$ cat src/rtl/foo_arb_pkg.sv
// Shared types and helpers for the foo round-robin share arbiter.
package foo_arb_pkg;

   // Arbiter FSM states
   typedef enum logic [1:0] {
      ARB_IDLE    = 2'd0,
      ARB_DRIVE   = 2'd1,
      ARB_RELEASE = 2'd2
   } arb_state_t;

   // Modulo-n add of two indices that are each already below n.
   // One conditional subtract is enough and keeps the wrap explicit
   // for requester counts that are not a power of two.
   function automatic int wrap_idx(input int a, input int b, input int n);
      int s;
      s = a + b;
      if (s >= n) begin
         return s - n;
      end else begin
         return s;
      end
   endfunction

endpackage

$ cat src/rtl/foo_share_arbiter_rr_pick.sv
// Combinational round-robin picker: rotate the request vector so the
// pointer position lands on bit 0, priority-encode the lowest set bit,
// then rotate the index back into requester numbering.
module rr_pick
   import foo_arb_pkg::*;
#(
   parameter  int NUM_REQ = 4,
   localparam int IDW     = $clog2(NUM_REQ)
) (
   input  logic [NUM_REQ-1:0] req_valid,
   input  logic [IDW-1:0]     rr_ptr,
   output logic [IDW-1:0]     pick_id,
   output logic               pick_any
);

   logic [NUM_REQ-1:0] w_rot;
   logic [IDW-1:0]     w_enc;

   // Rotate requests so that requester rr_ptr sits at position 0
   always_comb begin
      w_rot = '0;
      for (int i = 0; i < NUM_REQ; i++) begin
         w_rot[i] = req_valid[IDW'(wrap_idx(i, int'(rr_ptr), NUM_REQ))];
      end
   end

   // Lowest set bit of the rotated vector wins (scan high to low, last hit sticks)
   always_comb begin
      w_enc = '0;
      for (int i = NUM_REQ - 1; i >= 0; i--) begin
         if (w_rot[i]) begin
            w_enc = IDW'(i);
         end else begin
            w_enc = w_enc;
         end
      end
   end

   // Map the rotated index back to a requester number
   always_comb begin
      pick_any = |req_valid;
      pick_id  = IDW'(wrap_idx(int'(w_enc), int'(rr_ptr), NUM_REQ));
   end

endmodule

$ cat src/rtl/foo_share_arbiter.sv
// Round-robin arbiter time-sharing one foo instance among NUM_REQ
// requesters. A winner's operands are captured once, held on the foo
// inputs for HOLD_CYCLES, then the winner gets a one-cycle ready pulse.
module foo_share_arbiter
   import foo_arb_pkg::*;
#(
   parameter  int NUM_REQ     = 4,
   parameter  int HOLD_CYCLES = 2,
   localparam int IDW         = $clog2(NUM_REQ),
   localparam int HCW         = $clog2(HOLD_CYCLES + 1)
) (
   input  logic               clk,
   input  logic               rst,
   input  logic [NUM_REQ-1:0] req_valid,
   input  logic [NUM_REQ-1:0] req_a,
   input  logic [NUM_REQ-1:0] req_b,
   output logic [NUM_REQ-1:0] req_ready,
   output logic               foo_a,
   output logic               foo_b,
   output logic               busy,
   output logic [IDW-1:0]     grant_id
);

   arb_state_t         r_state;
   logic [HCW-1:0]     r_hold_cnt;
   logic [IDW-1:0]     r_rr_ptr;
   logic [IDW-1:0]     r_grant_id;
   logic [NUM_REQ-1:0] r_req_ready;
   logic               r_foo_a;
   logic               r_foo_b;
   logic               r_busy;

   logic [IDW-1:0]     w_pick_id;
   logic               w_pick_any;

   rr_pick #(
      .NUM_REQ (NUM_REQ)
   ) u_rr_pick (
      .req_valid (req_valid),
      .rr_ptr    (r_rr_ptr),
      .pick_id   (w_pick_id),
      .pick_any  (w_pick_any)
   );

   // Grant FSM with hold counter, fairness pointer and registered outputs
   always_ff @(posedge clk) begin
      if (rst) begin
         r_state     <= ARB_IDLE;
         r_hold_cnt  <= '0;
         r_rr_ptr    <= '0;
         r_grant_id  <= '0;
         r_req_ready <= '0;
         r_foo_a     <= 1'b0;
         r_foo_b     <= 1'b0;
         r_busy      <= 1'b0;
      end else begin
         // ready is a single-cycle pulse; only the DRIVE exit raises it
         r_req_ready <= '0;
         case (r_state)
            ARB_IDLE: begin
               if (w_pick_any) begin
                  r_grant_id <= w_pick_id;
                  r_foo_a    <= req_a[w_pick_id];
                  r_foo_b    <= req_b[w_pick_id];
                  r_hold_cnt <= HCW'(HOLD_CYCLES - 1);
                  r_busy     <= 1'b1;
                  r_state    <= ARB_DRIVE;
               end else begin
                  r_state    <= ARB_IDLE;
               end
            end
            ARB_DRIVE: begin
               if (r_hold_cnt == '0) begin
                  r_req_ready[r_grant_id] <= 1'b1;
                  r_state                 <= ARB_RELEASE;
               end else begin
                  r_hold_cnt <= r_hold_cnt - HCW'(1);
               end
            end
            ARB_RELEASE: begin
               if (r_grant_id == IDW'(NUM_REQ - 1)) begin
                  r_rr_ptr <= '0;
               end else begin
                  r_rr_ptr <= r_grant_id + IDW'(1);
               end
               r_busy  <= 1'b0;
               r_state <= ARB_IDLE;
            end
            default: begin
               r_busy  <= 1'b0;
               r_state <= ARB_IDLE;
            end
         endcase
      end
   end

   assign req_ready = r_req_ready;
   assign foo_a     = r_foo_a;
   assign foo_b     = r_foo_b;
   assign busy      = r_busy;
   assign grant_id  = r_grant_id;

endmodule

$ cat config.mk
export PLATFORM = sky130hd
export DESIGN_NAME = foo_share_arbiter
export DESIGN_NICKNAME = d
export VERILOG_FILES = /design/src/rtl/foo_arb_pkg.sv /design/src/rtl/foo_share_arbiter_rr_pick.sv /design/src/rtl/foo_share_arbiter.sv
export SDC_FILE = /design/constraint.sdc
export NUM_CORES = 1
export LEC_CHECK = 0
export CAP_MARGIN = 5
export CORE_UTILIZATION = 65
export CTS_CLUSTER_DIAMETER = 30
export DETAILED_ROUTE_END_ITERATION = 7
export DONT_BUFFER_PORTS = 1
export GPL_TIMING_DRIVEN = 0
export PLACE_DENSITY = 0.84
export SYNTH_ARGS = -nofsm -noshare
export SYNTH_HDL_FRONTEND = slang
export SYNTH_SLANG_ARGS = --single-unit
$ cat constraint.sdc
create_clock -name clk -period 4.29 [get_ports clk]
set_input_delay 0.858 -clock clk [delete_from_list [all_inputs] [get_ports clk]]
set_output_delay 0.858 -clock clk [all_outputs]
set_load 0.02 [all_outputs]
; After elaboration in Yosys (flattened, before gate mapping)
; Cells that the tools add are included.
[classes]
n_lt_le_gt_ge = 12
n_eq_ne = 6
mux = 36
n_reduce_logical = 9
bitwise_logic = 2
n_addsub = 11
[ops]
columns = op, count
row1 = $mux W2, 13
row2 = $lt A2 B4 Y1 const B, 4
row3 = $mux W1, 13
row4 = $bmux W1 S2, 6
row5 = $ge A3 B3 Y1 const B, 4
row6 = $sub A2 B1 Y2 const B, 6
row7 = $pmux W2 S2, 2
row8 = $add A2 B2 Y3 const A, 2
row9 = $lt A2 B3 Y1 const B, 2
row10 = $eq A2 B2 Y1 const B, 2
row11 = $logic_not A2 Y1, 2
row12 = $ne A2 B2 Y1 const B, 2
row13 = $reduce_and A2 Y1, 2
row14 = $reduce_or A4 Y1, 1
row15 = $add A1 B2 Y3 const A, 1
row16 = $add A2 B2 Y3, 1
row17 = $ge A2 B3 Y1 const B, 1
row18 = $reduce_and A3 Y1, 1
row19 = $reduce_or A3 Y1, 1
row20 = $add A2 B1 Y2 const B, 1
row21 = $demux W1 S2, 1
row22 = $eq A2 B1 Y1 const B, 1
row23 = $ge A2 B1 Y1 const B, 1
row24 = $ne A2 B1 Y1 const B, 1
row25 = 4 further kinds, 5
[word_totals]
reg_bits = 15
elab_cells = 84
out_inout_bits = 9

; Longest topological paths before layout
; Gate-level depths: netlist of the first run.
[logic_depth]
depth_word = 15
depth_mapped = 11
mapped_depth_nobuf = 9

; Hierarchy
; Synthesis of the first run repeated with hierarchy kept, for this count alone.
[unflattened]
cells_unflattened = 92
hier_area_um2 = 867.1
[by_module_without_submodules]
columns = module, area_per_inst_um2, instances, cells_per_inst
row1 = foo_share_arbiter, 685.7, 1, 65
row2 = rr_pick, 181.4, 1, 27

; Worst setup path before layout of the first run
; Ideal clock, no wire load.
[synth_timing]
kind = input -> register
startpoint = input port req_valid[0]
endpoint = register r_foo_a, in the netlist foo_a
slack_ps = 1707
cell_stages = 11
required_ps = 4156
arrival_ps = 2450
cell_sequence = buf_4 -> nor2_1 -> nor3_1 -> a21oi_1 -> o21ai_1 -> ha_1 -> clkbuf_1 -> mux2i_1 -> nand2_1 -> mux2i_1 -> o41ai_2
[synth_between]
elab_chain_cells = 12
word_cells_on_any_way = 24
cone_classes = add/sub: 2 / order compare: 1 / mux: 19 / reduce/logical: 2
[synth_lines]
columns = element, line
row1 = from (decl), foo_share_arbiter.sv:14  ; input logic [NUM_REQ-1:0] req_valid,
row2 = $bmux W1 S2, foo_share_arbiter_rr_pick.sv:23  ; w_rot[i] = req_valid[IDW'(wrap_idx(i, int'(rr_ptr), NUM_REQ))];
row3 = $mux W1 (implied by the code) (2 in a row), foo_share_arbiter_rr_pick.sv:23
row4 = $mux W2 (3 in a row), foo_share_arbiter_rr_pick.sv:31  ; if (w_rot[i]) begin
row5 = $mux W2 (*), foo_share_arbiter_rr_pick.sv:31
row6 = $add A2 B2 Y3 (*), foo_arb_pkg.sv:16  ; s = a + b;
row7 = $ge A3 B3 Y1 or $sub A2 B1 Y2 (tied branches), "foo_arb_pkg.sv:17, foo_arb_pkg.sv:18"
row8 = $mux W2 (*), foo_arb_pkg.sv:17  ; if (s >= n) begin
row9 = net u_rr_pick.pick_id[0], foo_share_arbiter_rr_pick.sv:12  ; output logic [IDW-1:0] pick_id,
row10 = $bmux W1 S2 (*), foo_share_arbiter.sv:63  ; r_foo_a <= req_a[w_pick_id];
row11 = $mux W1 (implied by the code) (*), foo_share_arbiter.sv:63
row12 = to (signal assigned), foo_share_arbiter.sv:63
row13 = to (decl), foo_share_arbiter.sv:29  ; logic r_foo_a;
; Mark *: on every way through the listed nets, which the timed path passes. The rest lies on a longest branch. The select of a mux whose other input is x is not followed.
; A chain may end at the register's enable or synchronous reset.

; Worst setup path after layout of the first run
[layout_timing]
startpoint = input port req_valid[2]
endpoint = register r_foo_a, in the netlist foo_a
; The elaborated chain is that of the path after synthesis.

==> qor.yml, run 1 <==
outcome:
  run_status: "finished clean"
global_route:
  grt_pass1_wl_um: 2370
  globalRouteTotalUtil_pct: 22.6
  grt_max_degree: 11
  antenna_found_initial: 0
  first_global_vias: 573
  overflow: 0
timing:
  period_needed_ns: 2.47
  finalSetupTns_ns: 0
  slew_viol_final: 0
  hold_viol_final: 0
  period_share_pct: 57.7
  worst_pin_slew_ns: 0.606
  setup_viol: 0
  skew_ns: 0.00226
  slew_headroom_pct: 59.0
  timing.fmax_mhz: 404
  rsz0062_at_grt: "no"
yosys:
  yosys_warnings: 0
  synth_fa_ha_area_share_pct: 8.03
  async_reset_ff_share_pct: 0
  synthTopCellsByArea: "dfxtp_1 (32%), mux2i_1 (11%), ha_1 (8.0%), nor2_1 (6.0%), nand2_1 (4.8%)"
  synth_seq_cells: 15
  synth_cell_types: 34
  synth_xor_area_share_pct: 2.81
  yosysTopAreaCell: "dfxtp_1"
  synth_flop_cell: "dfxtp_1"
  syn_area_per_cell_um2: 8.82
  synth_compound_area_share_pct: 19.5
  synth_top_family_by_area: "simple AND/OR/NAND/NOR gates"
  syn_nets: 126
  netlist_area_um2: 935
  ys_seq_area_share_pct: 32.1
  synth_mux_area_share_pct: 10.7
  syn_inst: 106
  synth-edff-count: 0
  netlist.area_leader.share_pct: 32.1
  yosys.area_share.simple_pct: 20.5
final_layout:
  fin_area_um2: 980
  utilization_pct: 74.4
  final_cell_mix: "nor2_1 (15), dfxtp_1 (15), nand2_1 (12)"
  layout.nets: 131
  antenna_cells: 0
  areaGrowthSynthToFinish_pct: 4.82
  drive_gt1_share_pct: 13.6
placement:
  gp_congestion: 0.757
  io_buffers: 0
  hpwl_um: 1210
  place_area_um2: 953
cts:
  cts_buffers: 3
  clk_latency_ns: 0.28
  cts_buffer_depth: 2
  cts_setup_buffers: 0
  cts_root_buf: "clkbuf_4"
  clkTransAtPathRegs_ns: 0.08
  h-tree-depth: 1
  cts.sinks: 15
  postCtsResizedCells: 0
  ctsHoldBuffers: 0
  cts_tree: "done"
routing:
  routed_wl_um: 1600
  route.detailed.drc: 0
  viasPerCell: 5.95
  num_vias: 744
  wl_per_cell_um: 12.8
  initialDrtViolationCount: 14
  dr.pass1.iters: 4
  ant_nets: 0
min_path:
  hp-class: "reg -> reg"
  hold_depth: 2
  hp-start: "r_hold_cnt[1]"
  hold_end: "r_hold_cnt[1]"
setup_path:
  start_kind: "primary input"
  crit_type: "in -> reg"
  r2r-start: "r_rr_ptr[0]"
  reg2reg_slack_ns: 1.99
  crit_required_ns: 4.45
  end_kind: "register"
  cp_max_fo: 8
  r2r_end: "foo_a"
  r2r_cells: 10
  cp.arrival_ns: 2.63
power:
  seq_power_share_pct: 50.0
  pwr-share-comb_pct: 28.2
  leakage_uw: 0.000427
  pwr-share-clk_pct: 21.8
  swShare_pct: 34.6
  p_int_uw: 237
  power_density_nw_per_um2: 370
  switchingPower_uw: 126
  ir_drop_v: 0.000277
floorplanning:
  fp-row-count: 13
  core_area_um2: 1320
  die_w_um: 39.9
  io-pin-count: 23
  dieArea_um2: 1590
  start_util_pct: 70.9
  die_y_um: 39.9
run:
  max-cap-violations: 0
-- flip-flops by register name (all words and copies together), names as in the netlist --
register,flops
grant_id,2
foo_b,1
busy,1
r_hold_cnt,2
foo_a,1
req_ready,4
r_state,2
r_rr_ptr,2
-- worst max path at each step --
stage                       startpoint  endpoint  slack, ns  cells after the start
after global placement    req_valid[0]     foo_a       1.56                     11
after global routing      req_valid[2]     foo_a       1.61                     11
after detailed placement  req_valid[0]     foo_a       1.51                     11
final                     req_valid[2]     foo_a       1.82                     11
after CTS                 req_valid[0]     foo_a       1.80                     11
after floorplan           req_valid[0]     foo_a       1.71                     11
-- logic make-up after synthesis --
logic type / count (synthesis)
AOI/OAI and AO/OA: 19
xor gates and xnor gates: 3
adders and majority gates: 6
buffers and inverters: 12
DFF: 15
muxes: 10
and+or+nand+nor: 41
-- metrics by stage --
stage          worst slack (ns)  hold slack, ns  total power, uW  cells
2_1_floorplan              1.71           0.464              268    106
3_3_place_gp               1.56           0.483              281    121
3_5_place_dp               1.51           0.505              286    121
4_1_cts                    1.80           0.536              364    125
5_1_grt                    1.61           0.544              381    125
6_report                   1.82           0.542              363    125
-- synthesized netlist by cell type, drive strengths merged, types with 3 or more instances --
cell and number:
dfxtp 15, nor2 15, nand2 12, mux2i 10, a21oi 6, ha 6, inv 6, and2 4
buf 4, nand2b 3
-- final cells by class --
cell class | instances | area, um^2
clock buffer | 4 | 26.3
multi-input combinational | 79 | 576
buffer | 6 | 36.3
tap | 15 | 18.8
inverter | 6 | 22.5
fill | 99 | 338
sequential | 15 | 300
-- power by group through the flow --
stage          Combinational (uW)  Clock (uW)  Sequential, uW
2_1_floorplan                87.3           0             181
3_3_place_gp                 97.4           0             184
3_5_place_dp                  102           0             184
4_1_cts                       103        79.3             181
5_1_grt                       114        83.4             184
6_report                      102        79.2             181
-- routing by layer --
metal,share of wire [%],GRT usage (%)
met1,43,27.9
met2,50,35.9
met3,5.9,9.66
met4,0.37,5.17
met5,0,0
-- critical path: stages --
cell and delay [ns]:
buf_2 0.15, nor2_1 0.17, nor3_1 0.07, a21oi_1 0.14, o21ai_1 0.08, ha_1 0.27, clkbuf_1 0.26, mux2i_1 0.26
nand2_1 0.07, mux2i_1 0.20, o41ai_2 0.10
Note: power is estimated with default switching activity, not from simulation.
==> run 2, diff against run 1 <==
Settings changed: CORE_UTILIZATION 65 to 60, PLACE_DENSITY 0.84 to 0.79.
Clock period 4.29 ns to 2.45 ns, I/O delays scaled along.
==> run 2 against run 1 <==
Sequential power is 76% higher; global-route usage shrank 1.6 points; non-clock buffer count is 1 lower; power rose by 76%; first-iteration DRC count shrank 21%; register-to-register slack got worse by 1.7 ns; clock power up 76%; flip-flop and latch count unchanged; clock skew grew 0.0083 ns.
==> qor.yml, run 2 (synthesis results as in run 1) <==
outcome:
  run_status: "finished clean"  # unchanged
cts:
  h-tree-depth: 1  # unchanged
  cts_buffers: 3  # unchanged
  cts.sinks: 15  # unchanged
  postCtsResizedCells: 0  # unchanged
  clkTransAtPathRegs_ns: 0.09  # was 0.08 ns
  cts_root_buf: "clkbuf_4"  # unchanged
  cts_tree: "done"  # unchanged
  cts_buffer_depth: 2  # unchanged
  cts_setup_buffers: 0  # unchanged
  clk_latency_ns: 0.29  # was 0.28 ns
timing:
  period_needed_ns: 2.19
  skew_ns: 0.0106  # was 0.00226 ns
  hold_viol_final: 0  # unchanged
  setup_viol: 0  # unchanged
  timing.fmax_mhz: 458
  timing.hold.ws_ns: 0.304  # was 0.542 ns
  period_share_pct: 89.2
  rsz0062_at_grt: "no"  # unchanged
  slew_viol_final: 0  # unchanged
  slew_headroom_pct: 58.2  # was 59.0%
  worst_pin_slew_ns: 0.624  # was 0.606 ns
  setup_slack_ns: 0.265  # was 1.82 ns
final_layout:
  antenna_cells: 0  # unchanged
  final_cell_mix: "nor2_1 (15), dfxtp_1 (15), nand2_1 (12)"  # unchanged
  fillers: 112  # was 99
  areaGrowthSynthToFinish_pct: 4.55  # was 4.82%
  layout.nets: 130  # was 131
  largest_register_ffs: 4  # unchanged
  instances_no_fill: 124  # was 125
  drive_gt1_share_pct: 14.7  # was 13.6%
  utilization_pct: 71.5  # was 74.4%
global_route:
  grt_max_degree: 11  # unchanged
  first_global_vias: 663  # was 573
  antenna_found_initial: 0  # unchanged
  overflow: 0  # unchanged
  globalRouteTotalUtil_pct: 21.0  # was 22.6%
  grt_pass1_wl_um: 2740  # was 2370 um
floorplanning:
  die_w_um: 41.5  # was 39.9 um
  core_area_um2: 1370  # was 1320 um^2
  die_y_um: 41.5  # was 39.9 um
  start_util_pct: 68.4  # was 70.9%
  dieArea_um2: 1720  # was 1590 um^2
  fp-row-count: 13  # unchanged
  io-pin-count: 23  # unchanged
power:
  pwr-share-clk_pct: 21.7  # was 21.8%
  ir_drop_v: 0.000441  # was 0.000277 V
  power_density_nw_per_um2: 655  # was 370 nW/um^2
  seq_power_share_pct: 49.8  # was 50.0%
  switchingPower_uw: 226  # was 126 uW
  p_total_uw: 641  # was 363 uW
  pwr-share-comb_pct: 28.5  # was 28.2%
  swShare_pct: 35.3  # was 34.6%
  leakage_uw: 0.000429  # was 0.000427 uW
  p_int_uw: 414  # was 237 uW
routing:
  routed_wl_um: 1690  # was 1600 um
  ant_nets: 0  # unchanged
  dr.pass1.iters: 6  # was 4
  route.detailed.drc: 0  # unchanged
  wl_per_cell_um: 13.6  # was 12.8 um
  viasPerCell: 6.10  # was 5.95
  num_vias: 756  # was 744
  initialDrtViolationCount: 11  # was 14
setup_path:
  crit_family: "compound AO/OA/AOI/OAI gates"  # was multiplexers
  cp_max_fo: 10  # was 8
  start_kind: "register"  # was primary input
  end_kind: "register"  # unchanged
  cpMostUsedCell: "mux2i_1"  # unchanged
  crit_type: "reg -> reg"  # was in -> reg
  path_cells: "buf_6 > nor3_1 > a311oi_1 > o21ai_1 > ha_1 > mux2i_1 > nand2_1 > mux2i_1 > o41ai_2"  # was buf_2 > nor2_1 > nor3_1 > a21oi_1 > o21ai_1 > ha_1 > clkbuf_1 > mux2i_1 > nand2_1 > mux2i_1 > o41ai_2
  cp_slowest_stage_delay_ns: 0.43  # was 0.27 ns
  crit_path_top_delay_cell: "ha_1"  # unchanged
  crit_required_ns: 2.62  # was 4.45 ns
  cp.arrival_ns: 2.35  # was 2.63 ns
  crit_buf_inv: 1  # was 2
min_path:
  hp-class: "in -> reg"  # was reg -> reg
run:
  max-cap-violations: 0  # unchanged
placement:
  io_buffers: 0  # unchanged
  dp_worst_setup_slack_ns: -0.0313  # was 1.51 ns
  gp_congestion: 0.729  # was 0.757
  hpwl_um: 1300  # was 1210 um
  placed_cells: 121  # unchanged
[run 2: power by group through the flow]
stage                     registers, uW  logic [uW]  clock network [uW]
after global placement              322         171                   0
after detailed placement            324         182                   0
after global routing                322         204                 155
after CTS                           319         182                 143
final                               319         182                 139
after floorplan                     317         153                   0
[run 2: per-layer routing]
metal / track usage (%) / up-vias / wire length (um)
met5: 0 / - / 0
met4: 5.81 / 0 / 18
met3: 8.70 / 4 / 116
met2: 36.3 / 31 / 841
met1: 23.7 / 345 / 712
li1: - / 376 / -
[run 2: cell type report]
cell class | count | area (um^2) | share of cell area, %
Clock buffer | 3 | 22.5 | 2.30
Clock inverter | 1 | 5.00 | 0.512
Tap cell | 15 | 18.8 | 1.92
Buffer | 5 | 32.5 | 3.33
Sequential cell | 15 | 300 | 30.7
Multi-Input combinational cell | 79 | 576 | 58.9
Inverter | 6 | 22.5 | 2.30
[run 2: per-stage QoR]
| stage | cell area [um^2] | TNS (ns) |
|---|---|---|
| final | 977 | 0 |
| after global routing | 977 | 0 |
| after CTS | 981 | 0 |
| after detailed placement | 953 | -0.0548 |
| after global placement | 953 | 0 |
| after floorplan | 935 | 0 |
[run 2: path summary, 6_finish.rpt]
kind	from	end	slack, ns	cells after the start
setup / recovery	r_rr_ptr[0]	foo_b	0.26	9
hold reg to reg	r_hold_cnt[1]	r_hold_cnt[1]	0.53	2
hold / removal	rst	foo_b	0.30	1
setup reg to reg	r_rr_ptr[0]	foo_b	0.26	9
[run 2: what timing repair did]
action | in CTS | in global routing
setup endpoints to repair | 0 | 2
endpoints found under the hold margin | 0 | 0
hold buffers | 0 | 0
